===== config.mk =====
export PLATFORM = sky130hd
export DESIGN_NAME = param_digit_timer
export DESIGN_NICKNAME = d
export VERILOG_FILES = /design/src/rtl/param_digit_timer_pkg.sv /design/src/rtl/bcd_digit_cell.sv /design/src/rtl/param_digit_timer.sv
export SDC_FILE = /design/constraint.sdc
export NUM_CORES = 1
export LEC_CHECK = 0
export CAP_MARGIN = 10
export CORE_MARGIN = 3
export CORE_UTILIZATION = 44
export CTS_CLUSTER_SIZE = 30
export DETAILED_ROUTE_END_ITERATION = 16
export PLACE_DENSITY = 0.65
export SYNTH_ARGS = -nofsm -noshare
export SYNTH_HDL_FRONTEND = slang
export SYNTH_HIERARCHICAL = 1
export SYNTH_SLANG_ARGS = --single-unit

===== constraint.sdc =====
create_clock -name clk -period 2.7 [get_ports clk]
set_input_delay 0.54 -clock clk [delete_from_list [all_inputs] [get_ports clk]]
set_output_delay 0.54 -clock clk [all_outputs]
set_load 0.02 [all_outputs]

===== src/rtl/param_digit_timer_pkg.sv =====
// rtl/param_digit_timer_pkg.sv - shared constants and types for the BCD digit timer
// Purpose: FSM state encoding, BCD digit limit, default prescaler divide and the
//          start-value clamp helper used by param_digit_timer and bcd_digit_cell.
// Ports:   none (package).
package param_digit_timer_pkg;

  typedef enum logic [1:0] {
    IDLE    = 2'd0,
    RUN     = 2'd1,
    PAUSED  = 2'd2,
    EXPIRED = 2'd3
  } timerState_e;

  localparam logic [3:0] BCD_MAX          = 4'd9;
  localparam int         DEFAULT_TICK_DIV = 50_000_000;

  // Out-of-range BCD nibbles (A..F) saturate to the largest legal digit.
  function automatic logic [3:0] clampBcd(input logic [3:0] nibble);
    return (nibble > BCD_MAX) ? BCD_MAX : nibble;
  endfunction

endpackage


===== src/rtl/bcd_digit_cell.sv =====
// rtl/bcd_digit_cell.sv - one BCD digit of the up/down timer chain
// Purpose: holds a single BCD digit; loads, or steps by one when enabled and the
//          lower digits ripple a borrow/carry into it.
// Ports:   clk, rst (sync active-low), loadEn/loadVal (parallel load),
//          stepEn (count edge), countUp (direction), carryIn/carryOut (ripple),
//          termVal (this digit's terminal value), digit (current value),
//          nextIsTerm (value after this step equals termVal).
module bcd_digit_cell
  import param_digit_timer_pkg::*;
(
  input  logic       clk,
  input  logic       rst,
  input  logic       loadEn,
  input  logic [3:0] loadVal,
  input  logic       stepEn,
  input  logic       countUp,
  input  logic       carryIn,
  input  logic [3:0] termVal,
  output logic [3:0] digit,
  output logic       carryOut,
  output logic       nextIsTerm
);

  logic [3:0] nextDigit;

  // carryIn doubles as borrowIn when counting down; digit 0 has it tied high.
  always_comb begin
    nextDigit = digit;
    carryOut  = 1'b0;
    if (carryIn) begin
      if (countUp) begin
        if (digit >= BCD_MAX) begin
          nextDigit = 4'd0;
          carryOut  = 1'b1;
        end else begin
          nextDigit = digit + 4'd1;
        end
      end else begin
        if (digit == 4'd0) begin
          nextDigit = BCD_MAX;
          carryOut  = 1'b1;
        end else begin
          nextDigit = digit - 4'd1;
        end
      end
    end
    nextIsTerm = (nextDigit == termVal);
  end

  always_ff @(posedge clk) begin
    if (!rst) begin
      digit <= 4'd0;
    end else if (loadEn) begin
      digit <= loadVal;
    end else if (stepEn) begin
      digit <= nextDigit;
    end
  end

endmodule


===== src/rtl/param_digit_timer.sv =====
// rtl/param_digit_timer.sv - parameterised multi-digit BCD countdown/countup timer
// Purpose: prescaler produces one tick every TICK_DIV cycles while running; each
//          tick steps a NUM_DIGITS BCD counter down to 0 or up to the captured
//          start value, then the timer expires.
// Ports:   clk, rst (sync active-low), enable (run/pause), load (arm strobe),
//          start_val/mode (captured on load), digits (BCD count), tick,
//          running, time_out (expired level), expire_pulse (one cycle on expiry).
module param_digit_timer
  import param_digit_timer_pkg::*;
#(
  parameter int NUM_DIGITS = 2,
  parameter int TICK_DIV   = DEFAULT_TICK_DIV
) (
  input  logic                    clk,
  input  logic                    rst,
  input  logic                    enable,
  input  logic                    load,
  input  logic [4*NUM_DIGITS-1:0] start_val,
  input  logic                    mode,
  output logic [4*NUM_DIGITS-1:0] digits,
  output logic                    tick,
  output logic                    running,
  output logic                    time_out,
  output logic                    expire_pulse
);

  localparam int            PW       = $clog2(TICK_DIV);
  localparam logic [PW-1:0] PRE_LAST = PW'(TICK_DIV - 1);

  timerState_e             state;
  logic [PW-1:0]           prescaler;
  logic                    modeReg;
  logic [4*NUM_DIGITS-1:0] termReg;
  logic [4*NUM_DIGITS-1:0] clampedVal;
  logic [4*NUM_DIGITS-1:0] initVal;
  logic [NUM_DIGITS:0]     carry;
  logic [NUM_DIGITS-1:0]   digitTerm;
  logic                    stepEn;
  logic                    stepHitsTerm;
  logic                    loadIsTerm;

  always_comb begin
    clampedVal = '0;
    for (int i = 0; i < NUM_DIGITS; i++) begin
      clampedVal[4*i +: 4] = clampBcd(start_val[4*i +: 4]);
    end
  end

  assign initVal = mode ? '0 : clampedVal;
  // Down-count starts at start_val and ends at 0; up-count starts at 0 and ends
  // at start_val. Either way the load is already terminal iff start_val is 0.
  assign loadIsTerm   = (clampedVal == '0);
  assign tick         = (state == RUN) && (prescaler == PRE_LAST);
  assign stepEn       = tick && !load;   // a coincident load wins over the step
  assign stepHitsTerm = &digitTerm;
  assign running      = (state == RUN);
  assign time_out     = (state == EXPIRED);
  assign carry[0]     = 1'b1;

  for (genvar g = 0; g < NUM_DIGITS; g++) begin : gDigit
    bcd_digit_cell uCell (
      .clk        (clk),
      .rst        (rst),
      .loadEn     (load),
      .loadVal    (initVal[4*g +: 4]),
      .stepEn     (stepEn),
      .countUp    (modeReg),
      .carryIn    (carry[g]),
      .termVal    (modeReg ? termReg[4*g +: 4] : 4'd0),
      .digit      (digits[4*g +: 4]),
      .carryOut   (carry[g+1]),
      .nextIsTerm (digitTerm[g])
    );
  end

  always_ff @(posedge clk) begin
    if (!rst) begin
      state        <= IDLE;
      prescaler    <= '0;
      modeReg      <= 1'b0;
      termReg      <= '0;
      expire_pulse <= 1'b0;
    end else begin
      expire_pulse <= 1'b0;
      if (load) begin
        modeReg   <= mode;
        termReg   <= clampedVal;
        prescaler <= '0;
        if (loadIsTerm) begin
          state        <= EXPIRED;
          expire_pulse <= 1'b1;
        end else begin
          state <= enable ? RUN : PAUSED;
        end
      end else begin
        case (state)
          RUN: begin
            // enable only decides the next state; the current cycle completes.
            if (tick) begin
              prescaler <= '0;
              if (stepHitsTerm) begin
                state        <= EXPIRED;
                expire_pulse <= 1'b1;
              end else begin
                state <= enable ? RUN : PAUSED;
              end
            end else begin
              prescaler <= prescaler + PW'(1);
              state     <= enable ? RUN : PAUSED;
            end
          end
          PAUSED: begin
            if (enable) state <= RUN;
          end
          EXPIRED: begin
            prescaler <= '0;
          end
          default: ;
        endcase
      end
    end
  end

endmodule


Yosys cells after proc, flatten, opt, wreduce, memory -nomap -nowiden

Cells that the tools add are included.

Reductions and logical operators: 12
$lt $le $gt $ge: 4
Bitwise operators: 1
Eq/ne operators: 7
Muxes and demuxes: 33
Add/sub/neg operators: 5

Operators by type and width:

| kind                                                                  | number |
|---|---|
| 4-bit 2-to-1 mux                                                      | 15 |
| 26-bit case mux with 2 select lines                                   | 1 |
| 26-bit by 1-bit adder with 26-bit output, second input constant       | 1 |
| 26-bit equality test, second input constant                           | 1 |
| 26-bit 2-to-1 mux                                                     | 1 |
| 2-bit 2-to-1 mux                                                      | 6 |
| 4-bit by 1-bit adder with 4-bit output, second input constant         | 2 |
| 4-bit equality test                                                   | 2 |
| 4-bit greater-or-equal comparator, second input constant              | 2 |
| 4-bit greater-than comparator, second input constant                  | 2 |
| 4-bit logical NOT                                                     | 2 |
| 8-bit logical NOT                                                     | 1 |
| 1-bit 2-to-1 mux                                                      | 8 |
| 8-bit 2-to-1 mux                                                      | 1 |
| 4-bit by 1-bit subtractor with 4-bit output, second input constant    | 2 |
| 2-bit equality test, second input constant                            | 2 |
| 2-bit case mux with 2 select lines                                    | 1 |
| 2-bit AND reduction                                                   | 2 |
| 2-bit nonzero test                                                    | 2 |
| 3-bit inequality test, second input constant                          | 1 |
| 3-bit nonzero test                                                    | 1 |
| 2-bit by 1-bit equality test with 1-bit output, second input constant | 1 |
| 1-bit logical AND                                                     | 2 |
| 2-bit OR reduction                                                    | 1 |
| other kinds (2)                                                       | 2 |

Register bits after elaboration: 46

Longest topological paths before layout

Gate-level depths: netlist of the first run.

Depth after elaboration: 10
Gate-level depth with buffers: 13

Hierarchy

The synthesis of the first run kept the hierarchy.

Modules (own cells, without submodules):

| module            | cells an instance | sequential area each (um^2) | instances | area each (um^2) |
|---|---|---|---|---|
| param_digit_timer | 271               | 760.7                       | 1         | 2185.8 |
| bcd_digit_cell    | 78                | 80.1                        | 2         | 588.1 |

Least setup slack after synthesis of the first run

Ideal clock, no wire load.

Path kind: register to register
Start: register gDigit[0].uCell.digit[0]
End: register state[1]
Arrival time: 2.910 ns
Clock period less this slack: 3.042 ns
Data required time: 2.567 ns
Setup slack: -0.342 ns
Cell stages (with the launch flop): 13
Cells stage by stage: dfxtp_1 > inv_1 > ha_1 > or4b_4 > a21oi_1 > clkbuf_1 > inv_1 > or3_1 > mux2i_1 > nor4b_2 > and2_1 > a21boi_0 > a31oi_1

Longest elaborated chain between the ends: 10
Elaborated cells between the ends (all ways): 18
Those cells by class: add/sub (2); order compare (1); eq/ne (2); mux (11); reduce/logical (2)

Ends and longest elaborated chain:

| item                                                                   | RTL line                                   | source |
|---|---|---|
| from (decl)                                                            | bcd_digit_cell.sv:19                       | `output logic [3:0] digit,` |
| from (signal assigned)                                                 | bcd_digit_cell.sv:54                       | `digit <= loadVal;` |
| from (signal assigned)                                                 | bcd_digit_cell.sv:56                       | `digit <= nextDigit;` |
| 4-bit greater-or-equal comparator or 4-bit logical NOT (tied branches) | bcd_digit_cell.sv:32, bcd_digit_cell.sv:39 |  |
| 1-bit 2-to-1 mux (on tied branches)                                    | bcd_digit_cell.sv:32, bcd_digit_cell.sv:39 |  |
| 1-bit 2-to-1 mux (*)                                                   | bcd_digit_cell.sv:31                       | `if (countUp) begin` |
| via carry[1]                                                           | param_digit_timer.sv:36                    | `logic [NUM_DIGITS:0] carry;` |
| 4-bit 2-to-1 mux (*)                                                   | bcd_digit_cell.sv:30                       | `if (carryIn) begin` |
| 4-bit equality test (*)                                                | bcd_digit_cell.sv:47                       | `nextIsTerm = (nextDigit == termVal);` |
| via digitTerm[1]                                                       | param_digit_timer.sv:37                    | `logic [NUM_DIGITS-1:0] digitTerm;` |
| 2-bit AND reduction (*)                                                | param_digit_timer.sv:55                    | `assign stepHitsTerm = &digitTerm;` |
| 2-bit 2-to-1 mux (*)                                                   | param_digit_timer.sv:101                   | `if (stepHitsTerm) begin` |
| 2-bit 2-to-1 mux (*)                                                   | param_digit_timer.sv:99                    | `if (tick) begin` |
| 2-bit case mux with 2 select lines (*)                                 | param_digit_timer.sv:96                    | `case (state)` |
| 2-bit 2-to-1 mux (*)                                                   | param_digit_timer.sv:85                    | `if (load) begin` |
| to (signal assigned)                                                   | param_digit_timer.sv:93                    | `state <= enable ? RUN : PAUSED;` |
| to (signal assigned)                                                   | param_digit_timer.sv:105                   | `state <= enable ? RUN : PAUSED;` |
| to (signal assigned)                                                   | param_digit_timer.sv:109                   | `state <= enable ? RUN : PAUSED;` |
| to (decl)                                                              | param_digit_timer.sv:30                    | `timerState_e state;` |

Mark *: on every way through the listed nets, which the timed path passes. The rest lies on a longest branch.
A chain may end at the register's enable or synchronous reset.

Final worst setup path of the first run

Ends and elaborated chain as after synthesis.

==> results_dict.tcl, run 1 <==
set metrics [dict create \
    hp-class "flip-flop to flip-flop" \
    fin_nets 491 \
    fin_util_pct 55.59 \
    p_total_mw 1.697 \
    clk_pin_slew_worst_paths_ns 0.09 \
    n_antenna_cell 0 \
    status "completed" \
    syn_to_final_growth_pct 21.21 \
    wl_um 8801 \
    peakVddDrop_uv 234.9 \
    hpwlAfterDp_um 6306 \
    cp_data_arrival_time_ns 2.81 \
    cts_buffers 5 \
    firstDrtPassIters 4 \
    initial_core_util_pct 45.86 \
    fin_setup_tns_ns 0 \
    h-tree-depth 2 \
    ioPinCount 25 \
    syn_area_um2 3362 \
    drive_gt1_share_pct 15.47 \
    cp_slowest_cell "or4b_4" \
    max-clock-path-buffers 2 \
    ant_nets 0 \
    grt_overflow 0 \
    ys_seq_area_share_pct 27.39 \
    routabilityCongestion 0.9064 \
    wire_per_inst_um 15.41 \
    synthCells 427 \
    endpoint_kind "flip-flop" \
    critical_path.max_fanout 6 \
    clockRootBuffer "clkbuf_8" \
    max_freq_mhz 381.3 \
    yosys_register_bits 46 \
    synth_edf_count 0 \
    drtIter0Drc 174 \
    maxSlewHeadroom_pct 34.95 \
    vias 3299 \
    max_stage_delay_ns 0.49 \
    maxCapViolCount 0 \
    slew_viol_final 0 \
    port_buffers 24 \
    cts_sinks 46 \
    fp-row-count 31 \
    drc_errors 0 \
    required_ns 2.89 \
    clock_latency_ns 0.30 \
    pre_cts_slack_ns -0.1105 \
    cp_top_family "simple AND/OR/NAND/NOR gates" \
    synth_ff_type "dfxtp_1" \
    hold_ws_ns 0.4911 \
    gr-usage-all-layers_pct 20.73 \
    fin_cells 571 \
    synth_mux_area_share_pct 2.382 \
    dieArea_um2 8725 \
    synth_fa_ha_area_share_pct 2.605 \
    fin_crit_ns 2.623 \
    timing_worst_slew_pin_value_ns 0.9758 \
    setup_viol 0 \
    path_cells "inv_4 -> ha_4 -> or4b_4 -> a21oi_4 -> buf_6 -> buf_4 -> inv_1 -> or3_1 -> mux2i_1 -> nor4b_2 -> and2_1 -> a21boi_2 -> a31oi_1" \
    final_area_um2 4075 \
    grt_pass1_vias 3051 \
    die_height_um 93.41 \
    start_kind "flip-flop" \
    grt_max_degree 25 \
    worstSetupPathType "flip-flop to flip-flop" \
    leakage_nw 1.523 \
    p_per_area_nw_per_um2 416.4 \
    hold_buffers 0 \
    placed_area_um2 3859 \
    synth-simple-area-share_pct 42.39 \
    hold_viol 0 \
    fin_skew_ns 0.005063 \
    synth_xor_area_share_pct 1.824 \
    period_share_pct 97.15 \
    core-area_um2 7331 \
    avgViaCountPerCell 5.778 \
    antenna_found_initial 0 \
    async_flop_share_pct 0 \
    synth_cell_type_count 61 \
    cts_tree "done" \
    finalWorstSetupSlack_ns 0.07706 \
    synth-compound-area-share_pct 17.90 \
    ys_warn_count 6 \
    path_buf_inv 4 \
    placed_cells_incl_taps 559 \
    syn_area_per_cell_um2 7.873 \
    synth_top_family_by_area "simple AND/OR/NAND/NOR gates" \
    grt_first_pass_wirelength_um 14720 \
    fillers 661 \
    die_w_um 93.41 \
    rsz0062_at_grt "true" \
]
==> state kept, by name (all words and copies together), names as in the netlist <==
| name | cells |
|---|---|
| prescaler | 26 |
| gDigit.uCell/digit | 8 |
| termReg | 8 |
| state | 2 |
| expire_pulse | 1 |
| modeReg | 1 |
==> Yosys cell counts (8+ instances only) <==
library cell	number	area, um^2
dfxtp_1	46	920.9
nand3_1	42	210.2
nand2_1	34	127.6
nor2_1	28	105.1
a21oi_1	21	105.1
nand4_1	18	112.6
nor2b_1	18	112.6
and2_1	15	93.84
clkbuf_1	15	56.30
inv_1	15	56.30
o21ai_0	13	65.06
or4_1	13	97.59
nor3b_1	10	75.07
a31oi_1	9	56.30
nand2b_1	9	56.30
mux2i_1	8	80.08
==> layout make-up <==
class	instances	area [um^2]	area share, %
inverters	16	65.06	1.597
multi-input cells	344	2317	56.86
flip-flops and latches	46	928.4	22.78
clock buffers	6	82.58	2.026
clock inverters	2	60.06	1.474
well taps	99	123.9	3.040
repair buffers	58	498.0	12.22
==> logic make-up (layout without fill, tap and decap cells) <==
family / Yosys count / count (layout)
other: 1 / 3
AO/OA/AOI/OAI: 84 / 84
XOR/XNOR: 7 / 7
flip-flops: 46 / 46
adder cells (fa/ha/maj): 7 / 7
buffers and inverters: 39 / 82
multiplexers: 8 / 8
AND/OR/NAND/NOR: 235 / 235
==> routing by layer <==
layer  vias up  share of wire (%)  global-route usage [%]
met4         0                1.7                   6.716
met5         -                  0                       0
met1      1563                 44                   24.85
met3        11                3.0                   3.218
met2        53                 51                   37.46
li1       1672                  -                       -
==> path summary, 6_finish.rpt <==
path	depth (start not counted)	startpoint	slack, ns	to
setup / recovery	13	gDigit[0].uCell/digit[0]	0.08	state[1]
hold reg to reg	1	termReg[0]	0.49	termReg[0]
setup reg to reg	13	gDigit[0].uCell/digit[0]	0.08	state[1]
hold / removal	1	termReg[0]	0.49	termReg[0]
==> layout by cell type (no fill, tap or decap), drive strengths merged, types with 15 or more instances in the layout <==
cell / Yosys / final
dfxtp: 46 / 46
nand3: 44 / 44
nand2: 34 / 34
buf: 7 / 34
nor2: 28 / 28
clkdlybuf4s50: 0 / 23
a21oi: 22 / 22
nand4: 19 / 19
nor2b: 18 / 18
and2: 15 / 15
inv: 15 / 15
==> power by group <==
part	leakage [nW]	switching (mW)	internal (mW)
combinational	1.08	0.185	0.162
clock	0.0714	0.248	0.395
sequential	0.375	0.0147	0.693
==> worst reg2reg max path, stage by stage (launching register included) <==
cell      delay [ns]
dfxtp_4         0.37
inv_4           0.06
ha_4            0.14
or4b_4          0.49
a21oi_4         0.19
buf_6           0.13
buf_4           0.10
inv_1           0.04
or3_1           0.35
mux2i_1         0.16
nor4b_2         0.07
and2_1          0.15
a21boi_2        0.16
a31oi_1         0.10
==> timing repair <==
item                                    CTS  global route
setup buffers                             0             4
pin swaps                                 0             7
hold endpoints to repair                  0             0
endpoints found under the setup margin    4             3
gates resized for setup                   6             6
cloned                                    0             0
Note: power is estimated with default switching activity, not from simulation.
==> run 2: changes to the inputs <==
Settings changed: ABC_AREA set to 1.
==> results_dict.tcl, run 2 <==
set metrics [dict create \
    status "completed" \
    grt_max_degree 25 \
    rsz0062_at_grt "false" \
    fin_skew_ns 0.01229 \
    syn_to_final_growth_pct 14.71 \
    ant_nets 0 \
    cts_buffers 5 \
    die_height_um 94.91 \
    clockRootBuffer "clkbuf_8" \
    dieArea_um2 9008 \
    cts_tree "done" \
    worstSetupPathType "flip-flop to flip-flop" \
    grt_pass1_vias 3305 \
    crit_path_frequent_cell "nand2_1" \
    power.internal_mw 1.159 \
    path_buf_inv 5 \
    h-tree-depth 2 \
    hold_ws_ns 0.4733 \
    hold_buffers 0 \
    initial_core_util_pct 46.71 \
    finalWorstSetupSlack_ns 0.3609 \
    ioPinCount 25 \
    hp-class "flip-flop to flip-flop" \
    required_ns 2.95 \
    grt_overflow 0 \
    reg_top3 "prescaler (26), gDigit.uCell/digit (8), termReg (8)" \
    syn_area_um2 3478 \
    leakage_nw 1.726 \
    period_share_pct 86.63 \
    p_sw_share_pct 26.81 \
    endpoint_kind "flip-flop" \
    syn_area_per_cell_um2 5.926 \
    timing_worst_slew_pin_value_ns 0.7345 \
    ys_warn_count 6 \
    combPwrFrac_pct 15.8 \
    gr-usage-all-layers_pct 20.42 \
    start_kind "flip-flop" \
    p_per_area_nw_per_um2 396.7 \
    fin_nets 637 \
    setup_viol 0 \
    fp-row-count 31 \
    drtIter0Drc 153 \
    avgViaCountPerCell 5.056 \
    critical_path.max_fanout 6 \
    path_cells "inv_2 -> ha_4 -> inv_1 -> nor2_1 -> nand2_1 -> nand2_1 -> nand2_1 -> inv_2 -> inv_1 -> a21oi_1 -> a21oi_2 -> nand3_1 -> nand2_1 -> nand4_1 -> nor2_1 -> nand2_1 -> inv_1 -> nand3_2 -> nand3_1 -> nand2_1 -> a21oi_2" \
    drive_gt1_share_pct 10.19 \
    hpwlAfterDp_um 6607 \
    cp_data_arrival_time_ns 2.59 \
    regMostFlops "prescaler" \
    final_area_um2 3990 \
    final_cell_mix "nand2_1, inv_1, nor2_1" \
    n_antenna_cell 0 \
    max_freq_mhz 427.5 \
    cts_sinks 46 \
    port_buffers 24 \
    clk_pin_slew_worst_paths_ns 0.10 \
    maxCapViolCount 0 \
    final_common_cell "nand2_1" \
    largest_reg_flops 26 \
    routabilityCongestion 0.8689 \
    pre_cts_slack_ns 0.1764 \
    cp_slowest_cell "dfxtp_2" \
    clock_latency_ns 0.31 \
    synthCells 587 \
    die_w_um 94.91 \
    p_total_mw 1.583 \
    p_clk_share_pct 39.4 \
    max_stage_delay_ns 0.39 \
    drc_errors 0 \
    firstDrtPassIters 5 \
    wire_per_inst_um 12.19 \
    max-clock-path-buffers 2 \
    vias 3625 \
    cp_top_family "simple AND/OR/NAND/NOR gates" \
    p_seq_share_pct 44.8 \
    peakVddDrop_uv 239.5 \
    placed_area_um2 3821 \
    antenna_found_initial 0 \
    fin_setup_tns_ns 0 \
    wl_um 8737 \
    p_sw_mw 0.4244 \
    fillers 798 \
    core-area_um2 7447 \
    grt_first_pass_wirelength_um 14810 \
    fin_crit_ns 2.339 \
    hold_viol 0 \
    slew_viol_final 0 \
    maxSlewHeadroom_pct 50.98 \
]
[run 2: per-stage QoR]
step | utilization, % | instances
after floorplan | - | 592
after global placement | 51.31 | 707
after detailed placement | 51.31 | 707
after CTS | 53.16 | 715
after global routing | 53.58 | 717
final | 53.58 | 717
[run 2: cell type report]
class | count | area (um^2) | share of cell area, %
Tap cell | 99 | 123.9 | 3.104
Timing Repair Buffer | 33 | 310.3 | 7.777
Sequential cell | 46 | 922.1 | 23.11
Inverter | 91 | 341.6 | 8.561
Clock inverter | 3 | 68.82 | 1.725
Multi-Input combinational cell | 440 | 2155 | 54.00
Clock buffer | 5 | 68.82 | 1.725
[run 2: what timing repair did]
action                     in CTS  in global routing
buffers inserted                0                  2
setup endpoints to repair       0                  4
gates resized for setup         0                  6
[run 2: path summary, 6_finish.rpt]
kind	startpoint	end	slack, ns	depth (start not counted)
min reg2reg	termReg[5]	termReg[5]	0.47	2
max	gDigit[0].uCell/digit[0]	state[1]	0.36	21
min	termReg[5]	termReg[5]	0.47	2
max reg2reg	gDigit[0].uCell/digit[0]	state[1]	0.36	21
[run 2: routing by layer]
| layer | vias to the layer above | share of wire (%) | GRT usage [%] |
|---|---|---|---|
| met5 | - | 0 | 0 |
| met4 | 0 | 1.8 | 6.250 |
| met3 | 16 | 4.4 | 2.869 |
| met2 | 72 | 49 | 35.41 |
| met1 | 1637 | 45 | 26.09 |
| li1 | 1900 | - | - |
[run 2: worst register-to-register path: cells and delay by family, from the launching register on]
| family | cells | cell delay [ns] |
|---|---|---|
| compound gates | 3 | 0.33 |
| fa+ha+maj | 1 | 0.18 |
| simple gates | 12 | 0.96 |
| flops | 1 | 0.39 |
| buf+inv | 5 | 0.40 |
[run 2: power groups by stage]
stage               Combinational [mW]  Clock [mW]  Sequential, mW
finish                           0.250       0.623           0.709
global placement                 0.238           0           0.724
detailed placement               0.242           0           0.725
global route                     0.283       0.674           0.712
floorplan                        0.172           0           0.723
CTS                              0.243       0.643           0.709
